$ cat src/rtl/board_manager.sv
// Tic-tac-toe board store: validates moves from the game controller, then walks the
// eight winning lines one per cycle to decide win, tie or continue.
module board_manager #(
    parameter int NCELLS = 9,
    parameter int NLINES = 8
) (
    input  logic       ph1,
    input  logic       reset,
    input  logic [3:0] addr,
    input  logic [1:0] cellState,
    input  logic [3:0] rdAddr,
    output logic [1:0] rdData,
    output logic       gameIsDone,
    output logic [1:0] winner,
    output logic [2:0] winLine,
    output logic       busy,
    output logic       moveReject,
    output logic [3:0] moveCount
);

    localparam logic [1:0] IDLE = 2'd0;
    localparam logic [1:0] SCAN = 2'd1;
    localparam logic [1:0] DONE = 2'd2;

    localparam logic [3:0] NO_WRITE   = 4'hF;
    localparam logic [3:0] LAST_CELL  = 4'(NCELLS - 1);
    localparam logic [2:0] LAST_LINE  = 3'(NLINES - 1);
    localparam logic [3:0] FULL_BOARD = 4'(NCELLS);
    localparam logic [1:0] TIE_CODE   = 2'b01;

    logic [1:0] state_q, state_d;
    logic [1:0] cells_q [NCELLS];
    logic [1:0] cells_d [NCELLS];
    logic [2:0] lineIdx_q, lineIdx_d;
    logic [3:0] moveCount_q, moveCount_d;
    logic       gameIsDone_q, gameIsDone_d;
    logic [1:0] winner_q, winner_d;
    logic [2:0] winLine_q, winLine_d;
    logic       moveReject_q, moveReject_d;

    logic       writeReq;
    logic       accept;
    logic [1:0] targetCell;
    logic [3:0] idxA, idxB, idxC;
    logic [1:0] cellA, cellB, cellC;
    logic       lineMatch;

    always_comb begin
        rdData = 2'b00;
        if (rdAddr <= LAST_CELL) begin
            rdData = cells_q[rdAddr];
        end
    end

    always_comb begin
        targetCell = 2'b00;
        if (addr <= LAST_CELL) begin
            targetCell = cells_q[addr];
        end
    end

    assign writeReq = (addr != NO_WRITE);
    assign accept   = writeReq && (state_q == IDLE) && (addr <= LAST_CELL)
                      && (cellState != 2'b00) && (targetCell == 2'b00);

    // Rows, then columns, then the two diagonals; order fixes which win is reported.
    always_comb begin
        idxA = 4'd0;
        idxB = 4'd1;
        idxC = 4'd2;
        case (lineIdx_q)
            3'd0: begin idxA = 4'd0; idxB = 4'd1; idxC = 4'd2; end
            3'd1: begin idxA = 4'd3; idxB = 4'd4; idxC = 4'd5; end
            3'd2: begin idxA = 4'd6; idxB = 4'd7; idxC = 4'd8; end
            3'd3: begin idxA = 4'd0; idxB = 4'd3; idxC = 4'd6; end
            3'd4: begin idxA = 4'd1; idxB = 4'd4; idxC = 4'd7; end
            3'd5: begin idxA = 4'd2; idxB = 4'd5; idxC = 4'd8; end
            3'd6: begin idxA = 4'd0; idxB = 4'd4; idxC = 4'd8; end
            default: begin idxA = 4'd2; idxB = 4'd4; idxC = 4'd6; end
        endcase
    end

    assign cellA     = cells_q[idxA];
    assign cellB     = cells_q[idxB];
    assign cellC     = cells_q[idxC];
    assign lineMatch = (cellA != 2'b00) && (cellA == cellB) && (cellB == cellC);

    always_comb begin
        state_d      = state_q;
        cells_d      = cells_q;
        lineIdx_d    = lineIdx_q;
        moveCount_d  = moveCount_q;
        gameIsDone_d = gameIsDone_q;
        winner_d     = winner_q;
        winLine_d    = winLine_q;
        moveReject_d = writeReq && !accept;
        case (state_q)
            IDLE: begin
                if (accept) begin
                    cells_d[addr] = cellState;
                    moveCount_d   = moveCount_q + 4'd1;
                    state_d       = SCAN;
                    lineIdx_d     = 3'd0;
                end
            end
            SCAN: begin
                if (lineMatch) begin
                    state_d      = DONE;
                    gameIsDone_d = 1'b1;
                    winner_d     = cellA;
                    winLine_d    = lineIdx_q;
                end else if (lineIdx_q != LAST_LINE) begin
                    lineIdx_d = lineIdx_q + 3'd1;
                end else if (moveCount_q == FULL_BOARD) begin
                    state_d      = DONE;
                    gameIsDone_d = 1'b1;
                    winner_d     = TIE_CODE;
                    winLine_d    = 3'd0;
                end else begin
                    state_d = IDLE;
                end
            end
            DONE: begin
                state_d = DONE;
            end
            default: begin
                state_d = IDLE;
            end
        endcase
    end

    always_ff @(posedge ph1 or posedge reset) begin
        if (reset) begin
            state_q      <= IDLE;
            lineIdx_q    <= 3'd0;
            moveCount_q  <= 4'd0;
            gameIsDone_q <= 1'b0;
            winner_q     <= 2'b00;
            winLine_q    <= 3'd0;
            moveReject_q <= 1'b0;
            for (int i = 0; i < NCELLS; i++) begin
                cells_q[i] <= 2'b00;
            end
        end else begin
            state_q      <= state_d;
            lineIdx_q    <= lineIdx_d;
            moveCount_q  <= moveCount_d;
            gameIsDone_q <= gameIsDone_d;
            winner_q     <= winner_d;
            winLine_q    <= winLine_d;
            moveReject_q <= moveReject_d;
            for (int i = 0; i < NCELLS; i++) begin
                cells_q[i] <= cells_d[i];
            end
        end
    end

    assign busy       = (state_q == SCAN);
    assign gameIsDone = gameIsDone_q;
    assign winner     = winner_q;
    assign winLine    = winLine_q;
    assign moveReject = moveReject_q;
    assign moveCount  = moveCount_q;

endmodule

$ cat config.mk
export PLATFORM = sky130hd
export DESIGN_NAME = board_manager
export DESIGN_NICKNAME = d
export VERILOG_FILES = /design/src/rtl/board_manager.sv
export SDC_FILE = /design/constraint.sdc
export NUM_CORES = 1
export LEC_CHECK = 0
export BUFFER_PORTS_ARGS = -buffer_cell sky130_fd_sc_hd__clkbuf_2
export CAP_MARGIN = 30
export CORE_MARGIN = 8
export CORE_UTILIZATION = 50
export CTS_CLUSTER_DIAMETER = 60
export DETAILED_ROUTE_END_ITERATION = 8
export GPL_TIMING_DRIVEN = 0
export PLACE_DENSITY = 0.74
export SLEW_MARGIN = 40
export SYNTH_ARGS = -nofsm -noshare
export SYNTH_HDL_FRONTEND = slang
export SYNTH_SLANG_ARGS = --single-unit
$ cat constraint.sdc
create_clock -name ph1 -period 6.8 [get_ports ph1]
set_input_delay 0.34 -clock ph1 [delete_from_list [all_inputs] [get_ports ph1]]
set_output_delay 0.34 -clock ph1 [all_outputs]
set_load 0.02 [all_outputs]
Word-level counts from Yosys, hierarchy flattened
Index checks and enable logic that the tools add are counted.
Word-level totals
  word-level logic and storage cells: 112
  bits in registers: 34
  input bits: 12
Cells by class
  $lt $le $gt $ge: 8
  $add $sub $neg: 2
  equality and inequality tests: 18
  reduce and logical (&&, ||, !) cells: 22
  mux-type cells: 41
  bitwise operators: 5
Operator list (number)
  binary-select mux 2 bit (select 4 bit): 5
  2-to-1 mux 2 bit: 20
  >= comparator 5 bit, second input constant: 5
  inverter 4 -> 5 bit: 5
  one-hot mux 3 bit (4 select lines): 2
  bitwise mux 18 bit: 1
  2-to-1 mux 3 bit: 6
  one-hot mux 4 bit (4 select lines): 1
  == test 3 bit, second input constant: 3
  demux 2 bit (select 4 bit): 1
  <= comparator 4 bit, second input constant: 2
  logical AND 1 bit: 8
  nonzero test 2 bit: 4
  == test 3 x 2 -> 1 bit, second input constant: 2
  inequality test 2 bit, second input constant: 3
  inequality test 3 bit, second input constant: 2
  one-hot mux 2 bit (3 select lines): 1
  one-hot mux 3 bit (2 select lines): 1
  OR reduction 3 bit: 2
  less-than comparator 5 x 1 -> 1 bit, second input constant: 1
  adder 4 x 1 -> 4 bit, second input constant: 1
  == test 2 bit: 2
  == test 4 bit, second input constant: 1
  zero test 2 bit: 2
  other kinds (12): 15

Longest topological paths before layout
Gate-level depths: netlist of run 1.
  depth after elaboration: 12
  depth in mapped cells: 12

Worst setup path after synthesis of run 1
No wires, ideal clock.
  kind: register to register
  start: register lineIdx_q[0]
  end: register winLine_q[2], in the netlist winLine[2]
  required time: 6.679 ns
  arrival: 2.841 ns
  slack: 3.838 ns
  stages on the path, launching flop included: 11
  cell sequence: dfrtp_1 > ha_1 > ha_1 > buf_1 > o32a_2 > mux2i_1 > a221oi_1 > o211ai_1 > nor2_1 > o31ai_2 > a22o_1
Between the ends
  longest elaborated chain between the ends: 12
  elaborated cells between the ends (all ways): 34
Ends and longest elaborated chain
  start: declaration: line 34  | logic [2:0] lineIdx_q, lineIdx_d;
  start signal: assignment: line 146  | lineIdx_q <= lineIdx_d;
  == test 3 bit (tied with other cells): line 71  | case (lineIdx_q)
  OR reduction 3 bit (no line)
  one-hot mux 3 bit (4 select lines): line 71
  inverter 4 -> 5 bit (implied by the code): line 83  | assign cellA = cells_q[idxA];
  binary-select mux 2 bit (select 4 bit): line 83
  2-to-1 mux 2 bit (implied by the code) (2 in a row): line 83
  == test 2 bit / nonzero test 2 bit (equally long branches): line 86  | assign lineMatch = (cellA != 2'b00) && (cellA == cellB) && (cellB == cellC);
  logical AND 1 bit (2 in a row): line 86
  inequality test 2 bit (no line) / nonzero test 2 bit (equally long branches)
  AND reduction 3 bit (no line)
  end signal: assignment: line 150  | winLine_q <= winLine_d;
  end: declaration: line 38  | logic [2:0] winLine_q, winLine_d;
Several ways; a longest one is shown, not always the timed one. The select of a mux whose other input is x is not followed.
A chain may end at the register's enable or synchronous reset.

Final worst setup path of run 1
  start: register lineIdx_q[0]
  end: register winLine_q[0], in the netlist winLine[0]
The elaborated chain is that of the path after synthesis.

==> results of run 1 <==
worst max-delay path: cells and delay by family, from the launching register on:
family / cells / cell delay (ps)
adder cells (fa/ha/maj): 2 / 500
flip-flops: 1 / 440
multiplexers: 1 / 130
AO/OA/AOI/OAI: 5 / 1600
AND/OR/NAND/NOR: 1 / 440
buffers and inverters: 1 / 210
state kept, by name, indices dropped and copies added, names as in the netlist:
register    count
cells_q        18
gameIsDone      1
moveCount       4
state_q         2
moveReject      1
winner          2
winLine         3
lineIdx_q       3
stage by stage:
step	cells	power, mW	utilization (%)	hold slack (ps)	setup WS (ps)
after detailed placement	302	1.07	56.0	469	3420
final	309	1.27	58.6	133	3350
after floorplan	227	0.901	-	448	3840
after CTS	309	1.27	58.6	161	3380
after global routing	309	1.36	58.6	201	3140
after global placement	302	1.05	56.0	462	3440
metal layers:
metal | part of all wire (%) | GRT usage (%) | vias to the layer above
li1 | - | - | 902
met1 | 44 | 19.8 | 926
met2 | 49 | 26.4 | 61
met3 | 5.6 | 3.61 | 6
met4 | 1.2 | 4.63 | 0
met5 | 0 | 0 | -
area by class of cell:
type | instances | area (sq um) | area share [%]
Tap cell | 52 | 65.1 | 2.55
Sequential cell | 34 | 851 | 33.3
Multi-Input combinational cell | 173 | 1320 | 51.8
Timing Repair Buffer | 23 | 115 | 4.51
Clock inverter | 1 | 30.0 | 1.18
Buffer | 11 | 51.3 | 2.01
Clock buffer | 6 | 82.6 | 3.24
Inverter | 9 | 33.8 | 1.32
where the power goes:
| group | switching [mW] | leakage (nW) | total, mW | internal (mW) |
|---|---|---|---|---|
| Combinational | 0.385 | 0.639 | 0.706 | 0.320 |
| Clock | 0.0735 | 0.0573 | 0.191 | 0.117 |
| Sequential | 0.0943 | 0.437 | 0.371 | 0.277 |
Yosys cell counts (all sizes together) (5+ instances only):
library cell and number:
a21oi 12, a22o 5, clkbuf 7, dfrtp 34, ha 9, inv 9, mux2i 12, mux4 5
nand2 16, nor2 21, o21ai 11, o21bai 17
final timing paths:
| check | from | endpoint | slack [ps] | cells past startpoint |
|---|---|---|---|---|
| max | lineIdx_q[0]$_DFFE_PP0P_ | winLine[0]$_DFFE_PP0P_ | 3350 | 10 |
| min | reset | winner[1]$_DFFE_PP0P_ | 130 | 2 |
| max reg2reg | lineIdx_q[0]$_DFFE_PP0P_ | winLine[0]$_DFFE_PP0P_ | 3350 | 10 |
| min reg2reg | state_q[0]$_DFFE_PP0P_ | state_q[1]$_DFFE_PP0P_ | 480 | 1 |
| max in group asynchronous | reset | cells_q[9]$_DFFE_PP0P_ | 6220 | 2 |
| min in group ph1 | addr[2] | moveReject$_DFF_PP0_ | 350 | 2 |
cell usage in the layout (no fill, tap or decap), types with 2 or more instances in the layout:
cell type / Yosys / final
nand2b_1: 3 / 3
o21a_1: 2 / 2
a2bb2oi_1: 2 / 2
a22oi_1: 2 / 2
ha_1: 9 / 9
clkbuf_2: 0 / 23
a21oi_1: 12 / 12
or2_2: 2 / 2
o211ai_1: 2 / 2
o21bai_1: 17 / 17
nor4b_1: 2 / 2
mux4_2: 5 / 5
mux2_4: 2 / 2
clkbuf_8: 0 / 6
xnor2_1: 2 / 2
clkbuf_1: 7 / 7
nor3b_1: 2 / 2
a211oi_1: 2 / 2
a31o_2: 2 / 2
nand4_1: 2 / 2
mux2i_1: 11 / 11
nand3b_1: 3 / 3
o21ai_0: 9 / 9
buf_2: 2 / 2
o32ai_1: 2 / 2
nand3_1: 2 / 2
inv_1: 9 / 8
nor2b_1: 4 / 4
a22o_1: 5 / 5
a21o_1: 2 / 2
nand2_1: 16 / 16
dfrtp_1: 34 / 34
nor3_1: 4 / 4
nor2_1: 21 / 21
cell families after synthesis:
group	synth area share, %
fa+ha+maj	4.99
buf+inv	3.77
xor+xnor	1.16
compound gates	23.9
simple gates	16.3
mux	12.2
flops	37.7
==> results.toml, run 1 <==
[worst_setup_path]
endpoint_kind = "register"
crit_type = "register to register"
critPathMaxFanout = 9
crit_chain = "ha_1 -> ha_1 -> buf_1 -> o32a_2 -> mux2i_1 -> a221oi_1 -> o211ai_1 -> nor2_1 -> o31ai_2 -> a22o_1"
cp-start-kind = "register"
cp_common_cell = "ha_1"
cpMaxStageDelayCell = "a221oi_1"
cpPeakStageDelay_ps = 450
crit_required_ps = 6990
arrival_ps = 3640

[grt]
grt_pass1_wl_um = 9220
track_usage_pct = 15.9
first_global_vias = 1928
overflow = 0
grt_max_degree = 35
antenna_found_initial = 0

[route]
first_iter_violations = 222
final_antenna_net_count = 0
vias_per_cell = 6.13
via_count = 1895
first_pass_iters = 4
drt-total-wl_um = 5500
drc = 0
wire_per_inst_um = 17.8

[power]
power_density_nw_per_um2 = 497
worst_ir_drop_vdd_uv = 210
leakage_nw = 1.13

[finish]
drive_above_1_share_pct = 21.4
fillers = 365
fin_area_sq_um = 2550
num_antenna_cells = 0
syn_to_final_growth_pct = 13.0
nNetsFinal = 278

[floorplanning]
die_h_um = 83.2
die_area_sq_um = 6920
initial_core_util_pct = 51.9
fp.dieW_um = 83.2
core_sq_um = 4350
floorplan.rows = 24
ios = 26

[clock_tree]
cts_sinks = 34
cts_buffers = 5
insertion_delay_ps = 290
cts_buffer_depth = 2
path_clk_slew_ps = 70
cts_tree = "built"
postCtsHoldBufs = 0
post-cts-setup-buffers = 0
cts-htree-levels = 2
clockRootBuffer = "clkbuf_8"
ctsResizeCount = 0

[run_status]
status = "complete, no violations"

[yosys]
yosysWarnings = 0
synth_top_area_share_pct = 37.7
syn_area_sq_um = 2260
syn_inst = 227
syn_nets = 248
syn_area_per_cell_sq_um = 9.95
async_reset_ff_share_pct = 100
synth-edff-count = 0
ys_seq_area_share_pct = 37.7
synth-seq-cells = 34
ys_top_cells_by_area = "dfrtp_1 38%, o21bai_1 5.7%, ha_1 5.0%"
synth.distinct_cells = 58
yosys.area.top_type = "dfrtp_1"
synth_flop_cell = "dfrtp_1"

[placement]
post_dp_cell_area_sq_um = 2440
io_buffer_count = 23
hpwlAfterDp_um = 4090
place_congestion = 0.931

[sta]
layout_min_cycle_time_ps = 3450
relSlewSlack_pct = 54.1
finalCritPeriodShare_pct = 50.7
max_freq_mhz = 290
tns_ps = 0
hold_viol = 0
skew_ps = 9.88
grt_setup_unrepaired = "false"
tightest_slew_ps = 688
drv_slew = 0
setup_violations = 0

[flow_run]
cap_viol_max_count = 0

[min_path]
min_path_type = "input port to asynchronous set/reset pin"
Note: power is estimated with default switching activity, not from simulation.
==> run 2, diff against run 1 <==
==> constraint.sdc (replaced) <==
create_clock -name ph1 -period 3.25 [get_ports ph1]
set_input_delay 0.1625 -clock ph1 [delete_from_list [all_inputs] [get_ports ph1]]
set_output_delay 0.1625 -clock ph1 [all_outputs]
set_load 0.02 [all_outputs]
==> run 2 against run 1 <==
  * Utilization grew 0.83 points
  * Critical path type unchanged
  * Register-to-register slack got worse by 3200 ps
  * Routed wire length rose by 1.2%
  * Non-clock buffer count grew 1
  * Clock skew fell by 0.74 ps
  * Clock power is 110% higher
  * Worst setup slack worse by 3200 ps
==> results.toml, run 2 (synthesis gave the netlist of run 1 again) <==
[grt]
grt_pass1_wl_um = 9340
grt_max_degree = 35
first_global_vias = 1937
overflow = 0
track_usage_pct = 16.0
antenna_found_initial = 0

[route]
first_pass_iters = 4
drt-total-wl_um = 5570
first_iter_violations = 166
final_antenna_net_count = 0
wire_per_inst_um = 18.0
drc = 0
vias_per_cell = 6.14
via_count = 1903

[clock_tree]
cts_tree = "built"
clockRootBuffer = "clkbuf_8"
insertion_delay_ps = 290
cts_sinks = 34
cts_buffer_depth = 2
cts-htree-levels = 2
path_clk_slew_ps = 70
cts_buffers = 5

[finish]
drive_above_1_share_pct = 24.4
syn_to_final_growth_pct = 14.6
largest-register = "cells_q"
mostFrequentLayoutCell = "dfrtp_1"
final_cell_mix = "33 x dfrtp_1, 24 x clkbuf_2, 20 x nor2_1"
fin_cells = 310
nNetsFinal = 279
largest_reg_flops = 18
num_antenna_cells = 0

[worst_setup_path]
endpoint_kind = "register"
r2r_cells = 10
r2r_slack_ps = 110
cp-start-kind = "register"
arrival_ps = 3320
r2r-start = "lineIdx_q[0]$_DFFE_PP0P_"
reg2reg_to = "lineIdx_q[0]$_DFFE_PP0P_"
critPathMaxFanout = 9
crit_type = "register to register"
crit_required_ps = 3430

[run_status]
status = "complete, no violations"

[sta]
finalCritPeriodShare_pct = 96.7
final.setup.worst_slack_ps = 108
max_freq_mhz = 318
layout_min_cycle_time_ps = 3140
grt_setup_unrepaired = "true"
relSlewSlack_pct = 54.0
skew_ps = 9.14
setup_violations = 0
tns_ps = 0
drv_slew = 0
tightest_slew_ps = 689
hold_viol = 0

[flow_run]
cap_viol_max_count = 0

[power]
worst_ir_drop_vdd_uv = 431
leakage_nw = 1.15
power_density_nw_per_um2 = 1050
pwr-share-comb_pct = 56.5
swShare_pct = 43.5
switching_power_mw = 1.18
p_clk_share_pct = 14.7
seq_power_share_pct = 28.8
p_int_mw = 1.53

[placement]
io_buffer_count = 23
pre_cts_ws_ps = -131
hpwlAfterDp_um = 4090
dp_cells = 302
place_congestion = 0.931

[floorplanning]
ios = 26
die_h_um = 83.2
fp.dieW_um = 83.2
die_area_sq_um = 6920
core_sq_um = 4350
floorplan.rows = 24
initial_core_util_pct = 51.9

[min_path]
min_to = "moveReject$_DFF_PP0_"
min_from = "addr[2]"
hold_depth = 2
min_path_type = "input port to register"
-- run 2: area by class of cell --
type / count / area, sq um
repair buffers: 26 / 140
clock buffers: 6 / 82.6
fillers: 366 / 1770
multi-input cells: 173 / 1340
plain buffers: 9 / 45.0
flip-flops and latches: 34 / 852
inverters: 9 / 33.8
well taps: 52 / 65.1
clock inverters: 1 / 30.0
-- run 2: worst max path at each step --
stage / startpoint / to
4_1_cts: lineIdx_q[1]$_DFFE_PP0P_ / lineIdx_q[0]$_DFFE_PP0P_
5_1_grt: lineIdx_q[0]$_DFFE_PP0P_ / state_q[1]$_DFFE_PP0P_
6_report: lineIdx_q[0]$_DFFE_PP0P_ / lineIdx_q[0]$_DFFE_PP0P_
2_1_floorplan: lineIdx_q[0]$_DFFE_PP0P_ / winLine[2]$_DFFE_PP0P_
3_5_place_dp: lineIdx_q[0]$_DFFE_PP0P_ / winLine[0]$_DFFE_PP0P_
3_3_place_gp: lineIdx_q[0]$_DFFE_PP0P_ / winLine[1]$_DFFE_PP0P_
-- run 2: critical path, cell delays in order, from the launching register on --
cell	delay (ps)
dfrtp_2	450
ha_2	240
ha_1	310
o32a_2	420
mux2i_1	130
a221o_1	400
a211oi_2	270
a21boi_4	300
nor4_4	70
buf_4	160
mux2_4	290
-- run 2: stage by stage --
| step | power, mW | hold slack, ps | area [sq um] | utilization [%] |
|---|---|---|---|---|
| floorplan | 1.89 | 304 | 2260 | - |
| global placement | 2.21 | 462 | 2440 | 56.0 |
| detailed placement | 2.25 | 293 | 2440 | 56.0 |
| CTS | 2.68 | 176 | 2570 | 59.1 |
| global route | 2.90 | 178 | 2590 | 59.4 |
| finish | 2.71 | 171 | 2590 | 59.4 |
-- run 2: power by group through the flow --
stage                     registers [mW]  logic (mW)  clock network [mW]
after floorplan                    0.779        1.11                   0
after global placement             0.776        1.43                   0
after detailed placement           0.781        1.47                   0
after CTS                          0.774        1.51               0.400
after global routing               0.803        1.67               0.426
final                              0.781        1.53               0.398
-- run 2: repair_timing --
action,CTS,global route
endpoints found under the hold margin,34,0
hold buffers,1,0
buffers inserted,0,2
endpoints found under the setup margin,10,9
pin swaps,1,2
gates resized for setup,4,3
-- run 2: layer usage --
layer	wire length (um)	global-route usage, %	vias up
met1	2410	20.1	927
met4	86	4.63	0
met3	327	3.61	10
li1	-	-	906
met2	2750	26.6	60
met5	0	0	-
